[config.mk]
export PLATFORM = sky130hd
export DESIGN_NAME = lane_rr_sched
export DESIGN_NICKNAME = d
export VERILOG_FILES = /design/src/rtl/lane_rr_sched.sv
export SDC_FILE = /design/constraint.sdc
export NUM_CORES = 1
export LEC_CHECK = 0
export CAP_MARGIN = 20
export CORE_UTILIZATION = 52
export DETAILED_ROUTE_END_ITERATION = 7
export PLACE_DENSITY = 0.89
export SLEW_MARGIN = 10
export SYNTH_ARGS = -nofsm -noshare
export SYNTH_HDL_FRONTEND = slang
export SYNTH_SLANG_ARGS = --single-unit
[constraint.sdc]
create_clock -name CLK -period 5.6 [get_ports CLK]
set_clock_uncertainty 0.05 [all_clocks]
set_input_delay 1.12 -clock CLK [delete_from_list [all_inputs] [get_ports CLK]]
set_output_delay 1.12 -clock CLK [all_outputs]
set_load 0.01 [all_outputs]
[src/rtl/lane_rr_sched.sv]
// Five-lane round-robin scheduler feeding one shared transform datapath.
// Each transfer runs IDLE (arbitrate) -> CAPT (grant, capture) -> WRITE (update OUTi).
module lane_rr_sched #(
   parameter int unsigned WD = 4
) (
   input  logic          CLK,
   input  logic          RSTX,
   input  logic [4:0]    REQ,
   input  logic [WD-1:0] IN0,
   input  logic [WD-1:0] IN1,
   input  logic [WD-1:0] IN2,
   input  logic [WD-1:0] IN3,
   input  logic [WD-1:0] IN4,
   output logic [4:0]    GNT,
   output logic [WD-1:0] OUT0,
   output logic [WD-1:0] OUT1,
   output logic [WD-1:0] OUT2,
   output logic [WD-1:0] OUT3,
   output logic [WD-1:0] OUT4,
   output logic [4:0]    OVALID,
   output logic          BUSY
);

   typedef enum logic [1:0] {StIdle, StCapt, StWrite} state_e;

   state_e               state_q, state_d;
   logic [2:0]           ptr_q, ptr_d;
   logic [2:0]           sel_q, sel_d;
   logic [WD-1:0]        stage_q, stage_d;
   logic [4:0]           gnt_q, gnt_d;
   logic [4:0]           ovalid_q, ovalid_d;
   logic [4:0][WD-1:0]   out_q, out_d;
   logic [4:0][WD-1:0]   in_arr;
   logic [2:0]           pick;
   logic [2:0]           idx;
   logic                 found;

   assign in_arr = {IN4, IN3, IN2, IN1, IN0};

   function automatic logic [WD-1:0] tf(input logic [WD-1:0] v);
      logic [WD-1:0] r;
      r[0] = v[0];
      for (int j = 1; j < int'(WD); j++) begin
         r[j] = ~v[j-1] ^ v[j];
      end
      return r;
   endfunction

   // First requesting lane at or after the pointer, wrapping 4 -> 0.
   always_comb begin
      pick  = ptr_q;
      found = 1'b0;
      idx   = ptr_q;
      for (int k = 0; k < 5; k++) begin
         if (!found && REQ[idx]) begin
            pick  = idx;
            found = 1'b1;
         end
         idx = (idx == 3'd4) ? 3'd0 : idx + 3'd1;
      end
   end

   always_comb begin
      state_d  = state_q;
      ptr_d    = ptr_q;
      sel_d    = sel_q;
      stage_d  = stage_q;
      gnt_d    = '0;
      ovalid_d = '0;
      out_d    = out_q;
      case (state_q)
         StIdle: begin
            if (found) begin
               sel_d   = pick;
               gnt_d   = 5'b00001 << pick;
               state_d = StCapt;
            end
         end
         StCapt: begin
            stage_d = in_arr[sel_q];
            state_d = StWrite;
         end
         StWrite: begin
            out_d[sel_q] = tf(stage_q);
            ovalid_d     = 5'b00001 << sel_q;
            ptr_d        = (sel_q == 3'd4) ? 3'd0 : sel_q + 3'd1;
            state_d      = StIdle;
         end
         default: state_d = StIdle;
      endcase
   end

   always_ff @(posedge CLK or negedge RSTX) begin
      if (!RSTX) begin
         state_q  <= StIdle;
         ptr_q    <= '0;
         sel_q    <= '0;
         stage_q  <= '0;
         gnt_q    <= '0;
         ovalid_q <= '0;
         out_q    <= '0;
      end else begin
         state_q  <= state_d;
         ptr_q    <= ptr_d;
         sel_q    <= sel_d;
         stage_q  <= stage_d;
         gnt_q    <= gnt_d;
         ovalid_q <= ovalid_d;
         out_q    <= out_d;
      end
   end

   assign GNT    = gnt_q;
   assign OVALID = ovalid_q;
   assign BUSY   = (state_q != StIdle);
   assign OUT0   = out_q[0];
   assign OUT1   = out_q[1];
   assign OUT2   = out_q[2];
   assign OUT3   = out_q[3];
   assign OUT4   = out_q[4];

endmodule

==> results.txt <==
status = finished clean
Crit path max-delay family = compound AO/OA/AOI/OAI gates
Setup Buffers After CTS = 0
via count = 2442
hold path startpoint = OUT3[1]$_DFFE_PN0P_
top-area cell type share of the netlist area = 37.7%
# setup viols final = 0
All-Layer GR Usage = 25.9%
reg2reg path depth = 15
FF+latch area = 1050 µm²
dpl ws = 1.04 ns
Crit. End Element = flop
most common cell in the netlist = dfrtp_1
GRT overflow = 0
RSZ-0062 raised after global routing = false
number of top-level pins = 58
Multi-input gate area = 1630 µm²
CP Class = reg -> reg
critical path's slowest cell = dfrtp_1
Port Buffers = 57
worst endpoint required time = 5.74 ns
Clock Latency Late Sink = 0.29 ns
First DRT Iteration DRCs = 241
Placer Congestion = 0.964
Max Cap Violations = 0
Rows = 26
DRC Markers = 0
FFs w/ async S/R, synth = 100%
leading area contributor after synthesis = dfrtp_1
die width = 75.2 µm
met2 WL = 3320 µm
Primary FF master, synth = dfrtp_1
CTS tree = yes
synth unique cells = 63
setup TNS = 0 ns
Synth-to-Final Area Change = 24.7%
Final min period = 4.74 ns
final antenna-violating net count = 0
Synth warnings = 0
Critical Path Start = ptr_q[0]$_DFFE_PN0P_
depth of the CTS H-tree = 2
Crit. path cell count = 15
first-pass GRT wire length = 10800 µm
number of fill cells in the layout = 429
Post-synth EDFFs = 0
vias in the first global route = 2221
mapped cell area = 2790 µm²
R2R Path Start = ptr_q[0]$_DFFE_PN0P_
Hold Path Depth = 1
final period utilization = 84.6%
Seq/Total Area, Yosys = 37.7%
Max Clk Rate = 0.211 GHz
Clock Pin Slew Worst Setup and Hold Paths = 0.08 ns
final hold vios = 0
synth top area cells = dfrtp_1 (38%), mux2_2 (9.3%), ha_1 (5.4%)
Rel. slew slack = 40.1%
clock sinks = 42
Arr. time, crit path = 4.88 ns
1st-pass router iterations = 7
Chip Height = 75.2 µm
clk buf depth = 2
drt total wl = 7060 µm
Initial Util = 54.3%
CP max FO = 14
worst min path class = reg -> reg
die area = 5660 µm²
CTS Hold Bufs = 0
DRT met1 WL = 3020 µm
Worst-Margin Slew = 0.898 ns
share of cells above drive strength 1 = 14.9%
Resized Gates After CTS = 0
Worst Setup Start Kind = flop
vias per std cell = 6.12
Nets = 367
Slew Limit Fails = 0
top sig layer = met4
Commonest cells post-synth = dfrtp_1 (42), o21ai_0 (26), mux2_2 (23)
syn_area_per_cell = 10.1 µm²
detailed placement HPWL = 5410 µm
FF+latch count, synth = 42
DR WL met3 = 611 µm
Synth Instances = 276
initial antenna violation count = 0
Setup WS post-layout = 0.861 ns
largest net degree at the start of global routing = 43
clk root buf = clkbuf_8
CP Cell Sequence = inv_1, ha_1, inv_1, ha_1, o21ai_0, a22o_1, inv_1, ha_1, a31oi_1, a211oi_1, o21ai_0, a311oi_1, nand4bb_2, mux2_4, a311oi_1
Core Region = 5140 µm²
CP bufs+invs = 3
Synthesized Nets = 315
Routed WL per cell = 17.7 µm
CTS buffer count = 5
slowest cell delay on critical path = 0.63 ns
ANT cells = 0
-- final timing paths --
path / end / slack (ns)
setup / recovery: GNT[2]$_DFF_PN0_ / 0.86
hold / removal: OUT3[1]$_DFFE_PN0P_ / 0.46
setup reg to reg: GNT[2]$_DFF_PN0_ / 0.86
hold reg to reg: OUT3[1]$_DFFE_PN0P_ / 0.46
max in group asynchronous: OUT0[1]$_DFFE_PN0P_ / 4.04
min in group asynchronous: OUT0[0]$_DFFE_PN0P_ / 0.90
-- metal layers --
layer | global-route usage [%] | up-vias
li1 | - | 1137
met1 | 37.1 | 1166
met2 | 40.0 | 125
met3 | 4.82 | 14
met4 | 7.82 | 0
met5 | 0 | -
-- state kept, by name, summed over array words and instances, names as in the netlist --
name,cells
OUT3,4
OUT1,4
state_q,2
GNT,5
OUT0,4
stage_q,4
ptr_q,3
OUT4,4
OUT2,4
sel_q,3
OVALID,5
-- worst reg2reg max path, cell delays in order (launching register included) --
cell       delay, ns
dfrtp_1         0.63
inv_1           0.15
ha_1            0.39
inv_1           0.15
ha_1            0.21
o21ai_0         0.15
a22o_1          0.32
inv_1           0.18
ha_1            0.31
a31oi_1         0.07
a211oi_1        0.43
o21ai_0         0.22
a311oi_1        0.51
nand4bb_2       0.25
mux2_4          0.33
a311oi_1        0.28
-- area by class of cell --
class                      instances  area share [%]
sequential                        42            30.2
tap                               70            2.52
clock inverter                     1           0.144
inverter                          14            1.51
timing repair buffer              57            16.3
multi-input combinational        208            46.9
clock buffer                       7            2.48
-- cell families after synthesis --
family / after synthesis / synth area share, %
compound gates: 74 / 19.5
xor+xnor: 3 / 0.942
fa+ha+maj: 12 / 5.38
buf+inv: 26 / 3.86
flops: 42 / 37.7
mux: 40 / 16.0
simple gates: 79 / 16.6
-- cell usage in the layout (no fill, tap or decap), types with 2 or more instances in the layout --
master           synthesis  final
inv_1                   13     13
o22ai_1                  3      3
or2_2                    2      2
a311oi_1                 2      2
dfrtp_1                 42     42
mux2_2                  23     23
a21o_1                   2      2
nand2_1                 16     16
and2_1                   5      5
and3_1                   8      8
or3b_2                   2      2
or3_1                    2      2
o31ai_1                  4      4
nand2b_1                 2      2
ha_1                    12     12
a211oi_1                 7      7
o21ai_0                 26     26
a31oi_1                  3      3
nor2b_1                  4      4
nor2_1                  12     12
a311oi_2                 2      2
a21oi_1                  3      3
nand4_1                  2      2
a211o_1                  2      2
nor3_1                   5      5
clkbuf_8                 0      6
xnor2_1                  3      3
mux2i_1                 15     15
o211a_1                  2      2
nand3_1                  7      7
o211ai_1                 4      4
clkdlybuf4s50_1          0     56
-- metrics by stage --
| step | util, % | instance area, µm² | cells | hold WS, ns |
|---|---|---|---|---|
| floorplan | - | 2790 | 276 | 0.420 |
| global placement | 65.9 | 3390 | 391 | 0.436 |
| detailed placement | 65.9 | 3390 | 391 | 0.447 |
| CTS | 67.7 | 3480 | 399 | 0.464 |
| global route | 67.7 | 3480 | 399 | 0.474 |
| finish | 67.7 | 3480 | 399 | 0.464 |
Power is left out: the tool's default activity adds up to more than one toggle a clock period on the data nets, which glitch-free logic cannot reach.
